**config.mk**
```make
export PLATFORM = sky130hd
export DESIGN_NAME = inpkt_header_parser
export DESIGN_NICKNAME = d
export VERILOG_FILES = /design/src/rtl/inpkt_header_parser_pkg.sv /design/src/rtl/inpkt_header_parser_checksum.sv /design/src/rtl/inpkt_header_parser.sv
export SDC_FILE = /design/constraint.sdc
export NUM_CORES = 1
export LEC_CHECK = 0
export ABC_AREA = 1
export CAP_MARGIN = 20
export CORE_MARGIN = 2
export CORE_UTILIZATION = 55
export CTS_CLUSTER_DIAMETER = 150
export DETAILED_ROUTE_END_ITERATION = 8
export PLACE_DENSITY = 0.76
export SYNTH_ARGS = -nofsm -noshare
export SYNTH_HDL_FRONTEND = slang
export SYNTH_SLANG_ARGS = --single-unit
```
**constraint.sdc**
```tcl
create_clock -name CLK -period 3 [get_ports CLK]
set_input_delay 0.3 -clock CLK [delete_from_list [all_inputs] [get_ports CLK]]
set_output_delay 0.3 -clock CLK [all_outputs]
set_load 0.02 [all_outputs]
```
**src/rtl/inpkt_header_parser_pkg.sv**
```systemverilog
// Shared constants, state encoding and status-bit map
// for the host packet header parser.
package inpkt_header_parser_pkg;

   localparam int HDR_LEN  = 10;
   localparam int CSUM_LEN = 4;

   localparam logic [3:0] OFF_VERSION = 4'd0;
   localparam logic [3:0] OFF_TYPE    = 4'd1;
   localparam logic [3:0] OFF_LEN0    = 4'd4;
   localparam logic [3:0] OFF_LEN1    = 4'd5;
   localparam logic [3:0] OFF_LEN2    = 4'd6;
   localparam logic [3:0] OFF_ID0     = 4'd8;
   localparam logic [3:0] OFF_ID1     = 4'd9;

   // Bit positions of the sticky flags within pkt_comm_status
   localparam int ERR_BITS         = 4;
   localparam int ERR_BIT_VERSION  = 0;
   localparam int ERR_BIT_TYPE     = 1;
   localparam int ERR_BIT_LEN      = 2;
   localparam int ERR_BIT_CHECKSUM = 3;

   typedef enum logic [2:0] {
      ST_HDR,
      ST_HDR_CSUM,
      ST_DATA,
      ST_DATA_CSUM,
      ST_ERROR
   } state_t;

endpackage

```
**src/rtl/inpkt_header_parser_checksum.sv**
```systemverilog
// 32-bit byte-lane checksum accumulator; output is the
// inverted running sum, ready to compare with the wire value.
module pkt_checksum32 (
   input  logic        CLK,
   input  logic        rst,
   input  logic        clr,
   input  logic        en,
   input  logic [1:0]  idx,
   input  logic [7:0]  data,
   output logic [31:0] csum
);

   logic [31:0] sum;

   always_ff @(posedge CLK) begin
      if (rst || clr)
         sum <= '0;
      else if (en)
         sum <= sum + ({24'h0, data} << {idx, 3'b000});
   end

   assign csum = ~sum;

endmodule

```
**src/rtl/inpkt_header_parser.sv**
```systemverilog
// Host packet parser: validates header and checksums,
// streams payload bytes and raises sticky error flags.
module inpkt_header_parser
   import inpkt_header_parser_pkg::*;
#(
   parameter logic [7:0] VERSION      = 8'd2,
   parameter logic [7:0] PKT_TYPE_MAX = 8'd3,
   parameter int         PKT_MAX_LEN  = 16384
) (
   input  logic        CLK,
   input  logic        rst,
   input  logic [7:0]  din,
   input  logic        empty,
   output logic        rd_en,
   output logic [7:0]  dout,
   output logic        wr_en,
   input  logic        full,
   output logic [7:0]  pkt_type,
   output logic [15:0] pkt_id,
   output logic [23:0] pkt_len,
   output logic        pkt_new,
   output logic        pkt_end,
   output logic        err_pkt_version,
   output logic        err_pkt_type,
   output logic        err_pkt_len,
   output logic        err_pkt_checksum
);

   state_t              state;
   logic [23:0]         cnt;
   logic [7:0]          sh_ver;
   logic [7:0]          sh_type;
   logic [23:0]         sh_len;
   logic [15:0]         sh_id;
   logic [23:0]         csum_rx;
   logic [ERR_BITS-1:0] err_q;

   logic        ck_clr;
   logic        ck_en;
   logic [1:0]  ck_idx;
   logic [31:0] ck_sum;

   logic csum_last;
   logic csum_ok;
   logic bad_ver;
   logic bad_type;
   logic bad_len;

   assign csum_last = cnt == 24'(CSUM_LEN - 1);
   assign csum_ok   = {din, csum_rx} == ck_sum;
   assign bad_ver   = sh_ver != VERSION;
   assign bad_type  = sh_type == 8'd0
                   || sh_type > PKT_TYPE_MAX;
   assign bad_len   = sh_len == 24'd0
                   || sh_len > 24'(PKT_MAX_LEN);

   always_comb begin
      rd_en   = 1'b0;
      wr_en   = 1'b0;
      pkt_end = 1'b0;
      ck_en   = 1'b0;
      ck_clr  = 1'b0;
      ck_idx  = cnt[1:0];
      if (!rst) begin
         case (state)
            ST_HDR: begin
               rd_en = !empty;
               ck_en = !empty;
            end
            ST_HDR_CSUM, ST_DATA_CSUM: begin
               rd_en  = !empty;
               ck_clr = !empty && csum_last;
            end
            ST_DATA: begin
               // cnt holds the bytes still to come
               wr_en   = !empty && !full;
               rd_en   = wr_en;
               ck_en   = wr_en;
               ck_idx  = pkt_len[1:0] - cnt[1:0];
               pkt_end = wr_en && cnt == 24'd1;
            end
            default: ;
         endcase
      end
      dout = wr_en ? din : 8'h00;
   end

   pkt_checksum32 u_csum (
      .CLK  (CLK),
      .rst  (rst),
      .clr  (ck_clr),
      .en   (ck_en),
      .idx  (ck_idx),
      .data (din),
      .csum (ck_sum)
   );

   always_ff @(posedge CLK) begin
      if (rst) begin
         state    <= ST_HDR;
         cnt      <= '0;
         sh_ver   <= '0;
         sh_type  <= '0;
         sh_len   <= '0;
         sh_id    <= '0;
         csum_rx  <= '0;
         err_q    <= '0;
         pkt_type <= '0;
         pkt_id   <= '0;
         pkt_len  <= '0;
         pkt_new  <= 1'b0;
      end else begin
         pkt_new <= 1'b0;
         case (state)
            ST_HDR: if (rd_en) begin
               case (cnt[3:0])
                  OFF_VERSION: sh_ver        <= din;
                  OFF_TYPE:    sh_type       <= din;
                  OFF_LEN0:    sh_len[7:0]   <= din;
                  OFF_LEN1:    sh_len[15:8]  <= din;
                  OFF_LEN2:    sh_len[23:16] <= din;
                  OFF_ID0:     sh_id[7:0]    <= din;
                  OFF_ID1:     sh_id[15:8]   <= din;
                  default: ;
               endcase
               if (cnt == 24'(HDR_LEN - 1)) begin
                  cnt   <= '0;
                  state <= ST_HDR_CSUM;
               end else begin
                  cnt <= cnt + 24'd1;
               end
            end
            ST_HDR_CSUM: if (rd_en) begin
               csum_rx <= {din, csum_rx[23:8]};
               if (!csum_last) begin
                  cnt <= cnt + 24'd1;
               end else if (!csum_ok) begin
                  cnt                     <= '0;
                  err_q[ERR_BIT_CHECKSUM] <= 1'b1;
                  state                   <= ST_ERROR;
               end else if (bad_ver || bad_type || bad_len) begin
                  cnt                    <= '0;
                  err_q[ERR_BIT_VERSION] <= bad_ver;
                  err_q[ERR_BIT_TYPE]    <= bad_type;
                  err_q[ERR_BIT_LEN]     <= bad_len;
                  state                  <= ST_ERROR;
               end else begin
                  pkt_type <= sh_type;
                  pkt_id   <= sh_id;
                  pkt_len  <= sh_len;
                  pkt_new  <= 1'b1;
                  cnt      <= sh_len;
                  state    <= ST_DATA;
               end
            end
            ST_DATA: if (wr_en) begin
               if (cnt == 24'd1) begin
                  cnt   <= '0;
                  state <= ST_DATA_CSUM;
               end else begin
                  cnt <= cnt - 24'd1;
               end
            end
            ST_DATA_CSUM: if (rd_en) begin
               csum_rx <= {din, csum_rx[23:8]};
               if (!csum_last) begin
                  cnt <= cnt + 24'd1;
               end else begin
                  cnt <= '0;
                  if (csum_ok) begin
                     state <= ST_HDR;
                  end else begin
                     err_q[ERR_BIT_CHECKSUM] <= 1'b1;
                     state                   <= ST_ERROR;
                  end
               end
            end
            ST_ERROR: ;
            default: state <= ST_ERROR;
         endcase
      end
   end

   assign err_pkt_version  = err_q[ERR_BIT_VERSION];
   assign err_pkt_type     = err_q[ERR_BIT_TYPE];
   assign err_pkt_len      = err_q[ERR_BIT_LEN];
   assign err_pkt_checksum = err_q[ERR_BIT_CHECKSUM];

endmodule

```
==> flow_metrics.env <==
export IMPL_hold_ws_ns=0.442
export IMPL_path_max_fanout=10
export IMPL_first_pass_iters=6
export IMPL_required_ns=3.36
export IMPL_dieWidth_um=153
export IMPL_htreeDepth=4
export IMPL_drive_above_1_share_pct=17.5
export IMPL_die_area_mm2=0.0234
export IMPL_critPathTopFamily="simple AND/OR/NAND/NOR gates"
export IMPL_overflow=0
export IMPL_netlist_area_mm2=0.0122
export IMPL_synth_cell_types=45
export IMPL_crit_top_cell="nand2_1"
export IMPL_ys_seq_elements=192
export IMPL_power_frac_seq_pct=43.0
export IMPL_slew_limit_headroom_pct=43.9
export IMPL_slew_viol_final=0
export IMPL_tns_ns=0
export IMPL_reg2reg_depth=20
export IMPL_finalWirelength_mm=41.1
export IMPL_path_buf_inv=4
export IMPL_finalPower_mw=6.30
export IMPL_postSynthCellCount=1920
export IMPL_tightest_slew_ns=0.841
export IMPL_crit_path_cell_trace="nor2_4 > nand2_2 > nor2_4 > inv_2 > o21ai_4 > nand2_4 > inv_2 > buf_6 > nor3_2 > ha_1 > nand2_1 > nand2_1 > o21bai_1 > a21oi_1 > o21a_1 > nand2_1 > nand2_1 > nand3_1 > nand2_1 > inv_1"
export IMPL_placed_cell_area_mm2=0.0137
export IMPL_path_class="reg -> reg"
export IMPL_synthArstFlopShare_pct=0
export IMPL_hold_path_depth=2
export IMPL_core_area_mm2=0.0218
export IMPL_ys_warn_count=0
export IMPL_cp_num_cells=20
export IMPL_rsz0062_at_grt="true"
export IMPL_io_pins=76
export IMPL_cap_violations=0
export IMPL_cts_buffers=17
export IMPL_leakage_nw=6.49
export IMPL_ir_worst_vdd_mv=0.394
export IMPL_drt_vias_per_instance=5.60
export IMPL_power_frac_clock_pct=40.0
export IMPL_antenna_cells=0
export IMPL_clock_latency_ns=0.46
export IMPL_clock_root_buffer="clkbuf_16"
export IMPL_clkSinkCount=192
export IMPL_grt_pass1_wl_mm=64.1
export IMPL_dp_hpwl_mm=30.4
export IMPL_drtAntennaViolNets=0
export IMPL_syn2layout_area_growth_pct=23.8
export IMPL_rows=54
export IMPL_grt_max_degree=96
export IMPL_globalplace_congestion=0.963
export IMPL_synth_nets=1970
export IMPL_cts_hold_buf=0
export IMPL_final_cell_area_mm2=0.0151
export IMPL_nets=2104
export IMPL_intPower_mw=4.20
export IMPL_setup_viol=0
export IMPL_start_util_pct=55.9
export IMPL_status="complete, no violations"
export IMPL_switchingPower_mw=2.10
export IMPL_cp_slowest_cell="ha_1"
export IMPL_port_buffers=75
export IMPL_hp_class="reg -> reg"
export IMPL_drc=0
export IMPL_routed_via_count=13100
export IMPL_max_freq_mhz=343
export IMPL_fp_dieH_um=153
export IMPL_synthFlopType="dfxtp_1"
export IMPL_path_clk_slew_ns=0.08
export IMPL_cts_buffer_depth=2
export IMPL_power_density_mw_per_mm2=417
export IMPL_post_place_cells=2296
export IMPL_avgSynthCellArea_um2=6.35
export IMPL_drt_iter0_markers=1109
export IMPL_pwr_share_comb_pct=17.0
export IMPL_endpoint_kind="register"
export IMPL_seq_area_frac_synth_pct=31.5
export IMPL_instances_no_fill=2347
export IMPL_swShare_pct=33.4
export IMPL_finClkSkew_ns=0.0151
export IMPL_wl_per_cell_um=17.5
export IMPL_hold_viol=0
export IMPL_arrival_ns=3.27
export IMPL_grt_pass1_vias=12500
export IMPL_finalCritPeriodShare_pct=97.1
export IMPL_antenna_found_initial=0
export IMPL_critPathMaxStageDelay_ns=0.38
export IMPL_track_usage_pct=34.1
export IMPL_synth_edf_count=0
export IMPL_fin_crit_ns=2.91
export IMPL_cts_tree="yes"
export IMPL_start_kind="register"
==> routing by layer <==
layer  GRT usage (%)  up-vias  part of all wire [%]
met5               0        -                     0
met4            18.5        0                   5.3
met3            5.05      137                   6.0
met2            58.8      515                    49
met1            41.0     6016                    40
li1                -     6479                     -
==> layout by cell type, fill, tap and decap left out, types with 23 or more instances in the layout <==
| cell type | instances |
|---|---|
| a21oi_1 | 156 |
| inv_1 | 248 |
| dfxtp_1 | 190 |
| nand3_1 | 124 |
| nand4_1 | 29 |
| nand2_1 | 384 |
| clkdlybuf4s50_1 | 74 |
| nor3_2 | 23 |
| nor2_1 | 220 |
| a21oi_2 | 41 |
| o21ai_0 | 109 |
| xor2_1 | 25 |
| inv_2 | 23 |
| o21ai_1 | 50 |
| ha_1 | 25 |
| nand2_2 | 36 |
| buf_4 | 101 |
| nor3_1 | 27 |
==> logic make-up after synthesis <==
group	Yosys count	synth area share (%)
fa+ha+maj	38	3.96
simple gates	908	32.3
flops	192	31.5
xor+xnor	38	2.73
compound gates	400	18.0
buf+inv	344	11.4
==> sequential cells by signal, indices dropped and copies added, names as in the netlist <==
signal      count
u_csum.sum     32
cnt            24
csum_rx        24
pkt_len        24
sh_len         24
pkt_id         16
sh_id          16
pkt_type        8
sh_type         8
sh_ver          8
err_q           4
state           3
pkt_new         1
==> synth_stat cells (4+ instances only) <==
library cell	instances	area, um^2
a21oi_2	19	166
nor2_2	12	75.1
o211ai_1	5	37.5
nor3_1	50	250
clkbuf_1	28	105
nand2_1	415	1560
buf_2	26	130
dfxtp_1	192	3840
a21o_1	4	30.0
o21ai_1	42	210
or2_2	4	25.0
nor2_4	7	78.8
xor2_1	25	219
o21bai_1	6	45.0
a211oi_2	8	100
inv_1	253	950
o21ai_0	122	611
inv_2	19	71.3
nand3_1	131	656
ha_1	37	463
nand2_2	7	43.8
a211oi_1	5	37.5
nor2_1	237	890
nand4_1	29	181
buf_6	6	67.6
a21oi_1	181	906
xnor2_1	13	114
buf_4	7	52.6
==> cell type report <==
cell class                 instances  area (um^2)
timing repair buffer             185         1670
sequential                       192         3850
inverter                         274         1030
fill                            1888         6730
clock inverter                    15          226
multi-input combinational       1384         7550
tap                              280          350
clock buffer                      17          425
==> metrics by stage <==
step           util, %  worst slack, ns
2_1_floorplan        -           0.0820
5_1_grt           69.2          -0.0890
4_1_cts           65.7           0.0166
3_3_place_gp      62.6          -0.0458
3_5_place_dp      62.6          -0.0970
6_report          69.2           0.0873
==> final timing paths <==
path / start / slack (ns) / endpoint
min reg2reg: pkt_len[16]$_SDFFE_PP0P_ / 0.44 / pkt_len[16]$_SDFFE_PP0P_
min: pkt_len[16]$_SDFFE_PP0P_ / 0.44 / pkt_len[16]$_SDFFE_PP0P_
max: state[2]$_SDFFE_PP0P_ / 0.09 / u_csum.sum[25]$_SDFFE_PP0P_
max reg2reg: state[2]$_SDFFE_PP0P_ / 0.09 / u_csum.sum[25]$_SDFFE_PP0P_
==> power by group through the flow <==
stage,sequential (mW),combinational (mW),clock (mW)
global placement,2.76,0.912,0
detailed placement,2.76,0.923,0
finish,2.71,1.07,2.52
floorplan,2.72,0.658,0
CTS,2.70,0.933,2.53
global route,2.72,1.17,2.63
==> worst reg2reg max path, stage by stage, from the launching register on <==
cell and delay (ns):
dfxtp_2 0.34, nor2_4 0.11, nand2_2 0.08, nor2_4 0.15, inv_2 0.08, o21ai_4 0.17, nand2_4 0.12, inv_2 0.11
buf_6 0.16, nor3_2 0.05, ha_1 0.38, nand2_1 0.10, nand2_1 0.07, o21bai_1 0.21, a21oi_1 0.20, o21a_1 0.17
nand2_1 0.06, nand2_1 0.06, nand3_1 0.10, nand2_1 0.09, inv_1 0.03
==> repair_timing <==
action,4_1_cts,5_1_grt
gates cloned,0,2
buffers inserted,0,17
pin swaps,1,50
setup endpoints to repair,10,25
resized for setup,7,159
Note: power is estimated with default switching activity, not from simulation.
